--- src/rtl/mem_port_arbiter.sv ---
// mem_port_arbiter: shares one single-port synchronous-read memory between two
// clients. At most one transaction is granted per cycle, read data returns to
// the issuing client one cycle after its grant, and a client may lock the port
// for back-to-back bursts.
//
// Handshake: a client raises cX_req together with its command and holds both
// stable until cX_gnt=1 in the same cycle; that cycle is the transfer. A read
// granted in cycle N returns with cX_rvalid=1 and cX_rdata in cycle N+1, with
// no back-pressure on the return path.
module mem_port_arbiter #(
  parameter int AW       = 16,
  parameter int DW       = 32,
  parameter int PRIO_RR  = 1,
  parameter int MAX_WAIT = 15
) (
  input  logic          clk,
  input  logic          reset,
  input  logic          c0_req,
  input  logic          c1_req,
  input  logic          c0_we,
  input  logic          c1_we,
  input  logic          c0_lock,
  input  logic          c1_lock,
  input  logic [AW-1:0] c0_addr,
  input  logic [AW-1:0] c1_addr,
  input  logic [DW-1:0] c0_wdata,
  input  logic [DW-1:0] c1_wdata,
  output logic          c0_gnt,
  output logic          c1_gnt,
  output logic          c0_rvalid,
  output logic          c1_rvalid,
  output logic [DW-1:0] c0_rdata,
  output logic [DW-1:0] c1_rdata,
  output logic [AW-1:0] mem_addr,
  output logic          mem_en,
  output logic          mem_we,
  output logic [DW-1:0] mem_wdata,
  input  logic [DW-1:0] mem_rdata,
  output logic          busy,
  output logic [1:0]    owner_dbg
);

  typedef enum logic [1:0] {
    FREE = 2'd0,
    OWN0 = 2'd1,
    OWN1 = 2'd2
  } owner_t;

  localparam logic [3:0] WAIT_LIMIT = 4'(MAX_WAIT);

  owner_t     owner;
  logic       last_gnt;   // 1 = client 1 was granted most recently
  logic [3:0] wait0;
  logic [3:0] wait1;
  logic       rv0_q;
  logic       rv1_q;

  // Grant decision: ownership first, then single requester, then tie-break.
  always_comb begin
    c0_gnt = 1'b0;
    c1_gnt = 1'b0;
    if (reset) begin
      c0_gnt = 1'b0;
      c1_gnt = 1'b0;
    end else if (owner == OWN0 && c0_req) begin
      c0_gnt = 1'b1;
    end else if (owner == OWN1 && c1_req) begin
      c1_gnt = 1'b1;
    end else if (c0_req && c1_req) begin
      // An owner that dropped req falls through here and loses ownership.
      if (PRIO_RR != 0) begin
        if (last_gnt) c0_gnt = 1'b1;
        else          c1_gnt = 1'b1;
      end else if (wait1 >= WAIT_LIMIT) begin
        c1_gnt = 1'b1;
      end else begin
        c0_gnt = 1'b1;
      end
    end else if (c0_req) begin
      c0_gnt = 1'b1;
    end else if (c1_req) begin
      c1_gnt = 1'b1;
    end
  end

  // Memory command mux: winner's command, all zeros when idle.
  always_comb begin
    mem_en    = 1'b0;
    mem_we    = 1'b0;
    mem_addr  = '0;
    mem_wdata = '0;
    if (c0_gnt) begin
      mem_en    = 1'b1;
      mem_we    = c0_we;
      mem_addr  = c0_addr;
      mem_wdata = c0_wdata;
    end else if (c1_gnt) begin
      mem_en    = 1'b1;
      mem_we    = c1_we;
      mem_addr  = c1_addr;
      mem_wdata = c1_wdata;
    end
  end

  // Ownership FSM plus arbitration history and registered read-return flags.
  always_ff @(posedge clk or posedge reset) begin
    if (reset) begin
      owner    <= FREE;
      last_gnt <= 1'b1;
      wait0    <= 4'd0;
      wait1    <= 4'd0;
      rv0_q    <= 1'b0;
      rv1_q    <= 1'b0;
    end else begin
      if (c0_gnt && c0_lock)      owner <= OWN0;
      else if (c1_gnt && c1_lock) owner <= OWN1;
      else                        owner <= FREE;

      if (c0_gnt)      last_gnt <= 1'b0;
      else if (c1_gnt) last_gnt <= 1'b1;

      if (c0_req && !c0_gnt) wait0 <= (wait0 == 4'd15) ? 4'd15 : wait0 + 4'd1;
      else                   wait0 <= 4'd0;
      if (c1_req && !c1_gnt) wait1 <= (wait1 == 4'd15) ? 4'd15 : wait1 + 4'd1;
      else                   wait1 <= 4'd0;

      rv0_q <= c0_gnt && !c0_we;
      rv1_q <= c1_gnt && !c1_we;
    end
  end

  // Read data is shared; rvalid tells each client when it is theirs.
  assign c0_rdata  = mem_rdata;
  assign c1_rdata  = mem_rdata;
  assign c0_rvalid = rv0_q;
  assign c1_rvalid = rv1_q;
  assign busy      = mem_en | rv0_q | rv1_q;
  assign owner_dbg = owner;

endmodule

--- config.mk ---
export PLATFORM = sky130hd
export DESIGN_NAME = mem_port_arbiter
export DESIGN_NICKNAME = d
export VERILOG_FILES = /design/src/rtl/mem_port_arbiter.sv
export SDC_FILE = /design/constraint.sdc
export NUM_CORES = 1
export LEC_CHECK = 0
export ABC_AREA = 1
export CELL_PAD_IN_SITES_DETAIL_PLACEMENT = 0
export CELL_PAD_IN_SITES_GLOBAL_PLACEMENT = 2
export CORE_ASPECT_RATIO = 0.6
export CORE_MARGIN = 8
export CORE_UTILIZATION = 10
export DETAILED_ROUTE_END_ITERATION = 10
export HOLD_SLACK_MARGIN = 0.15
export PLACE_DENSITY = 0.9
export SLEW_MARGIN = 20
export SYNTH_ARGS = -nofsm -noshare
export SYNTH_HDL_FRONTEND = slang
export SYNTH_SLANG_ARGS = --single-unit
--- constraint.sdc ---
create_clock -name clk -period 3.2 [get_ports clk]
set_clock_uncertainty 0.2 [all_clocks]
set_input_delay 0.64 -clock clk [delete_from_list [all_inputs] [get_ports clk]]
set_output_delay 0.64 -clock clk [all_outputs]
set_load 0.1 [all_outputs]
# Word-level counts from Yosys, hierarchy flattened

Cells that the tools add are included.

Flip-flop bits (word level): 5
Bits in latches: 0
RAM bits: 0
Bits in read-only memories: 0
Input bits: 136
Output and inout port bits: 121
Logic and storage cells: 43
Memories kept: 0

Add/sub/neg operators: 0
Multipliers: 0
Divide/modulo/power cells: 0
$lt $le $gt $ge: 0
Eq/ne operators: 2
Shift-type cells: 0
Muxes and demuxes: 25
Bitwise logic cells: 2
Reduce and logical (&&, ||, !) cells: 10

Operators with widths:

| cell               | number |
|---|---|
| $mux 32            | 2 |
| $mux 16            | 2 |
| $mux 1             | 19 |
| $logic_and 1x1->1  | 7 |
| $mux 2             | 2 |
| $eq 2x1->1 const B | 1 |
| $eq 2x2->1 const B | 1 |
| $logic_not 1->1    | 2 |
| $or 1x1->1         | 2 |
| $reduce_bool 2->1  | 1 |

# Logic depth before layout (Yosys ltp)

Word-level depth: 10
Gate-level depth with buffers: 8
Gate-level depth less buffers: 7

# Worst setup path before layout

OpenSTA, ideal clock, no wires.

Kind: register to output
Start: register owner[1] (netlist: owner_dbg[1])
End: output port mem_addr[10]
Data arrival time: 2.870 ns
Required time: 2.360 ns
Setup slack: -0.510 ns
Cell stages (with the launch flop): 6
Cell sequence: dfrtp_1 -> nand3_1 -> nand3_2 -> nand2_8 -> buf_6 -> o21ai_1

Word-level cells in the longest chain between the ends: 7
Elaborated cells on any way between the ends: 12
Those cells by class: eq/ne: 2; mux: 8; reduce/logical: 2

Ends and longest elaborated chain:

| item                   | line | text |
|---|---|---|
| from (decl)            | 51   | `owner_t owner;` |
| from (signal assigned) | 108  | `owner <= FREE;` |
| from (signal assigned) | 115  | `if (c0_gnt && c0_lock) owner <= OWN0;` |
| from (signal assigned) | 116  | `else if (c1_gnt && c1_lock) owner <= OWN1;` |
| $eq 2x2->1             | 67   | `end else if (owner == OWN1 && c1_req) begin` |
| $logic_and 1x1->1      | 67   |  |
| $mux 1                 | 67   |  |
| $mux 1                 | 65   | `end else if (owner == OWN0 && c0_req) begin` |
| $mux 1                 | 62   | `if (reset) begin` |
| $mux 16                | 97   | `end else if (c1_gnt) begin` |
| $mux 16 (*)            | 92   | `if (c0_gnt) begin` |
| to (decl)              | 34   | `output logic [AW-1:0] mem_addr,` |

Mark *: on every way between the ends. The rest lies on a longest branch, timed or not.

# Worst setup path in the final report

Start: input port c0_req
End: output port mem_addr[11]

Word-level cells in the longest chain between the ends: 7
Elaborated cells on any way between the ends: 14
Those cells by class: mux: 12; reduce/logical: 2

Ends and longest elaborated chain:

| item                                               | line   | text |
|---|---|---|
| from (decl)                                        | 18     | `input logic c0_req,` |
| $mux 1 / $logic_and 1x1->1 (equally long branches) | 79, 69 |  |
| $mux 1                                             | 69     | `end else if (c0_req && c1_req) begin` |
| $mux 1                                             | 67     |  |
| $mux 1                                             | 65     |  |
| $mux 1                                             | 62     |  |
| $mux 16                                            | 97     |  |
| $mux 16 (*)                                        | 92     |  |

Marked as above.

==> results.cfg <==
[outcome]
status = finished clean

[sta]
finalSetupTns_ns = 0
fmax_mhz = 332
worstMarginPinSlew_ns = 0.301
drv_slew = 0
min_period_ns = 3.01
rsz0062_at_grt = false
timing.slew.headroom_pct = 79.9
hold_viol = 0
setup_viol = 0
fin_crit_sh_pct = 94.0

[critical_path]
cp-start-kind = input pin
cp_cell_sequence = clkdlybuf4s50_1 > nand2_1 > nor2_2 > nor2_4 > nand2_8 > buf_4 > o21ai_1 > buf_12
crit_buf_inv = 3
critPathArrivalTime_ns = 2.17
cp_slowest_cell = clkdlybuf4s50_1
path_max_fanout = 17
crit_required_ns = 2.36
cp_top_family = buffers and inverters
critPathKind = in -> out
cp-end-kind = primary output
cp_slowest_stage_delay_ns = 0.52

[power_and_ir_drop]
peakVddDrop_uv = 401
power_density_nw_per_um2 = 415
p_total_w = 0.00155
p_leak_nw = 1.60

[logic_synthesis]
ys_ff_latch = 5
synth_fp_nets = 399
synth_area_um2 = 1720
syn_avg_cell_area_um2 = 6.56
ys_seq_area_share_pct = 7.33
synth_warnings = 0
syn_inst = 263
synthDistinctLibCells = 19

[clock_network]
root_buffer = clkbuf_16
cts_max_path_buffers = 2
cts.sinks = 5
htree_levels = 1
cts_buffers = 3
cts-resized-gates = 0
clock_latency_ns = 0.22
post_cts_buffers = 0
clkTransAtPathRegs_ns = 0.03
hold_buffers = 0
cts_tree = yes

[detailed_routing]
vias = 1902
vias_per_cell = 3.23
wl_per_cell_um = 12.7
wirelength_mm = 7.48
first_pass_iters = 4
final_antenna_net_count = 0
drt_iter0_markers = 34
drc = 0

[placement]
place_inst = 585
hpwl_mm = 6.44
port_buffers = 160
routabilityCongestion = 0.690
place_area_um2 = 3650

[flow_run]
drv_cap = 0

[grt]
antenna_found_initial = 0
grt_usage_pct = 6.57
grt_pass1_wl_mm = 11.6
grt_pass1_vias = 2081
grt_max_degree = 31
grt_overflow_total = 0

[final_layout]
final_area_um2 = 3730
area_delta_synth_final_pct = 116
drive_gt1_share_pct = 33.2
n_antenna_cell = 0
final_cell_mix = clkdlybuf4s50_1, buf_12, inv_1
finalNonFillerCells = 589
nets = 492
layout_commonest_cell = clkdlybuf4s50_1

[die]
start_util_pct = 10.1
coreArea_um2 = 17000
die_width_um = 186
dieArea_um2 = 21800
rows = 37
die_y_um = 118
io_pins = 257

[min_path]
min_path_type = reg -> reg
==> routing by layer <==
metal  vias up  GRT usage (%)  wire, um
li1        941              -         -
met1       817           7.36      2890
met2       139           10.3      3340
met3         5           4.99      1240
met4         0          0.249        15
met5         -              0         0
==> where the power goes <==
group	leakage (nW)	internal (W)	switching, W
combinational	1.50	0.000465	0.000800
clock	0.0382	0.000165	0.0000409
sequential	0.0647	0.0000719	0.00000391
total	1.60	0.000702	0.000844
==> synthesized netlist by cell type <==
cell type	n	area, um^2
a21oi_2	1	8.76
buf_2	8	40.0
buf_4	64	480
buf_6	7	78.8
dfrtp_1	4	100
dfstp_2	1	26.3
inv_1	56	210
inv_2	2	7.51
nand2_1	6	22.5
nand2_2	1	6.26
nand2_4	1	11.3
nand2_8	1	20.0
nand3_1	52	260
nand3_2	1	10.0
nor2_1	6	22.5
nor2_2	2	12.5
nor2_4	1	11.3
o21ai_1	9	45.0
o21ai_2	40	350
==> per-stage QoR <==
step / hold WS [ns] / setup WS, ns / util, %
final: 0.318 / 0.192 / 21.9
after global routing: 0.358 / 0.0494 / 21.9
after CTS: 0.332 / 0.153 / 21.9
after detailed placement: 0.326 / 0.166 / 21.5
after global placement: 0.332 / 0.196 / 21.5
after floorplan: 0.218 / -0.510 / -
==> worst register-to-register path: stages, from the launching register on <==
cell and delay (ns):
dfstp_2 0.50, inv_1 0.07, nand2_1 0.10, nand2_1 0.07
nand2_2 0.09, buf_12 0.20, nand2_4 0.10, inv_2 0.10
a21oi_2 0.04
==> flip-flops by register name, indices dropped and copies added (netlist names) <==
name / flops
c0_rvalid: 1
c1_rvalid: 1
last_gnt: 1
owner_dbg: 2
==> layout make-up <==
type | count | area, um^2
Fill cell | 1894 | 13300
Timing Repair Buffer | 167 | 2220
Clock buffer | 4 | 78.8
Tap cell | 234 | 293
Multi-Input combinational cell | 121 | 786
Inverter | 58 | 218
Sequential cell | 5 | 126
==> final timing paths <==
path	slack (ns)	cells past startpoint	endpoint	startpoint
max	0.19	8	mem_addr[11]	c0_req
min	0.32	2	last_gnt	last_gnt
max in group asynchronous	1.95	2	last_gnt	reset
min in group asynchronous	0.60	2	owner_dbg[1]	reset
max reg2reg	1.67	8	last_gnt	last_gnt
min reg2reg	0.32	2	last_gnt	last_gnt
==> cell families after synthesis <==
group                  share of synthesized area (%)
AOI/OAI and AO/OA                               23.4
buffers and inverters                           47.4
DFF                                             7.33
and+or+nand+nor                                 21.8
Note: power is estimated with default switching activity, not from simulation.
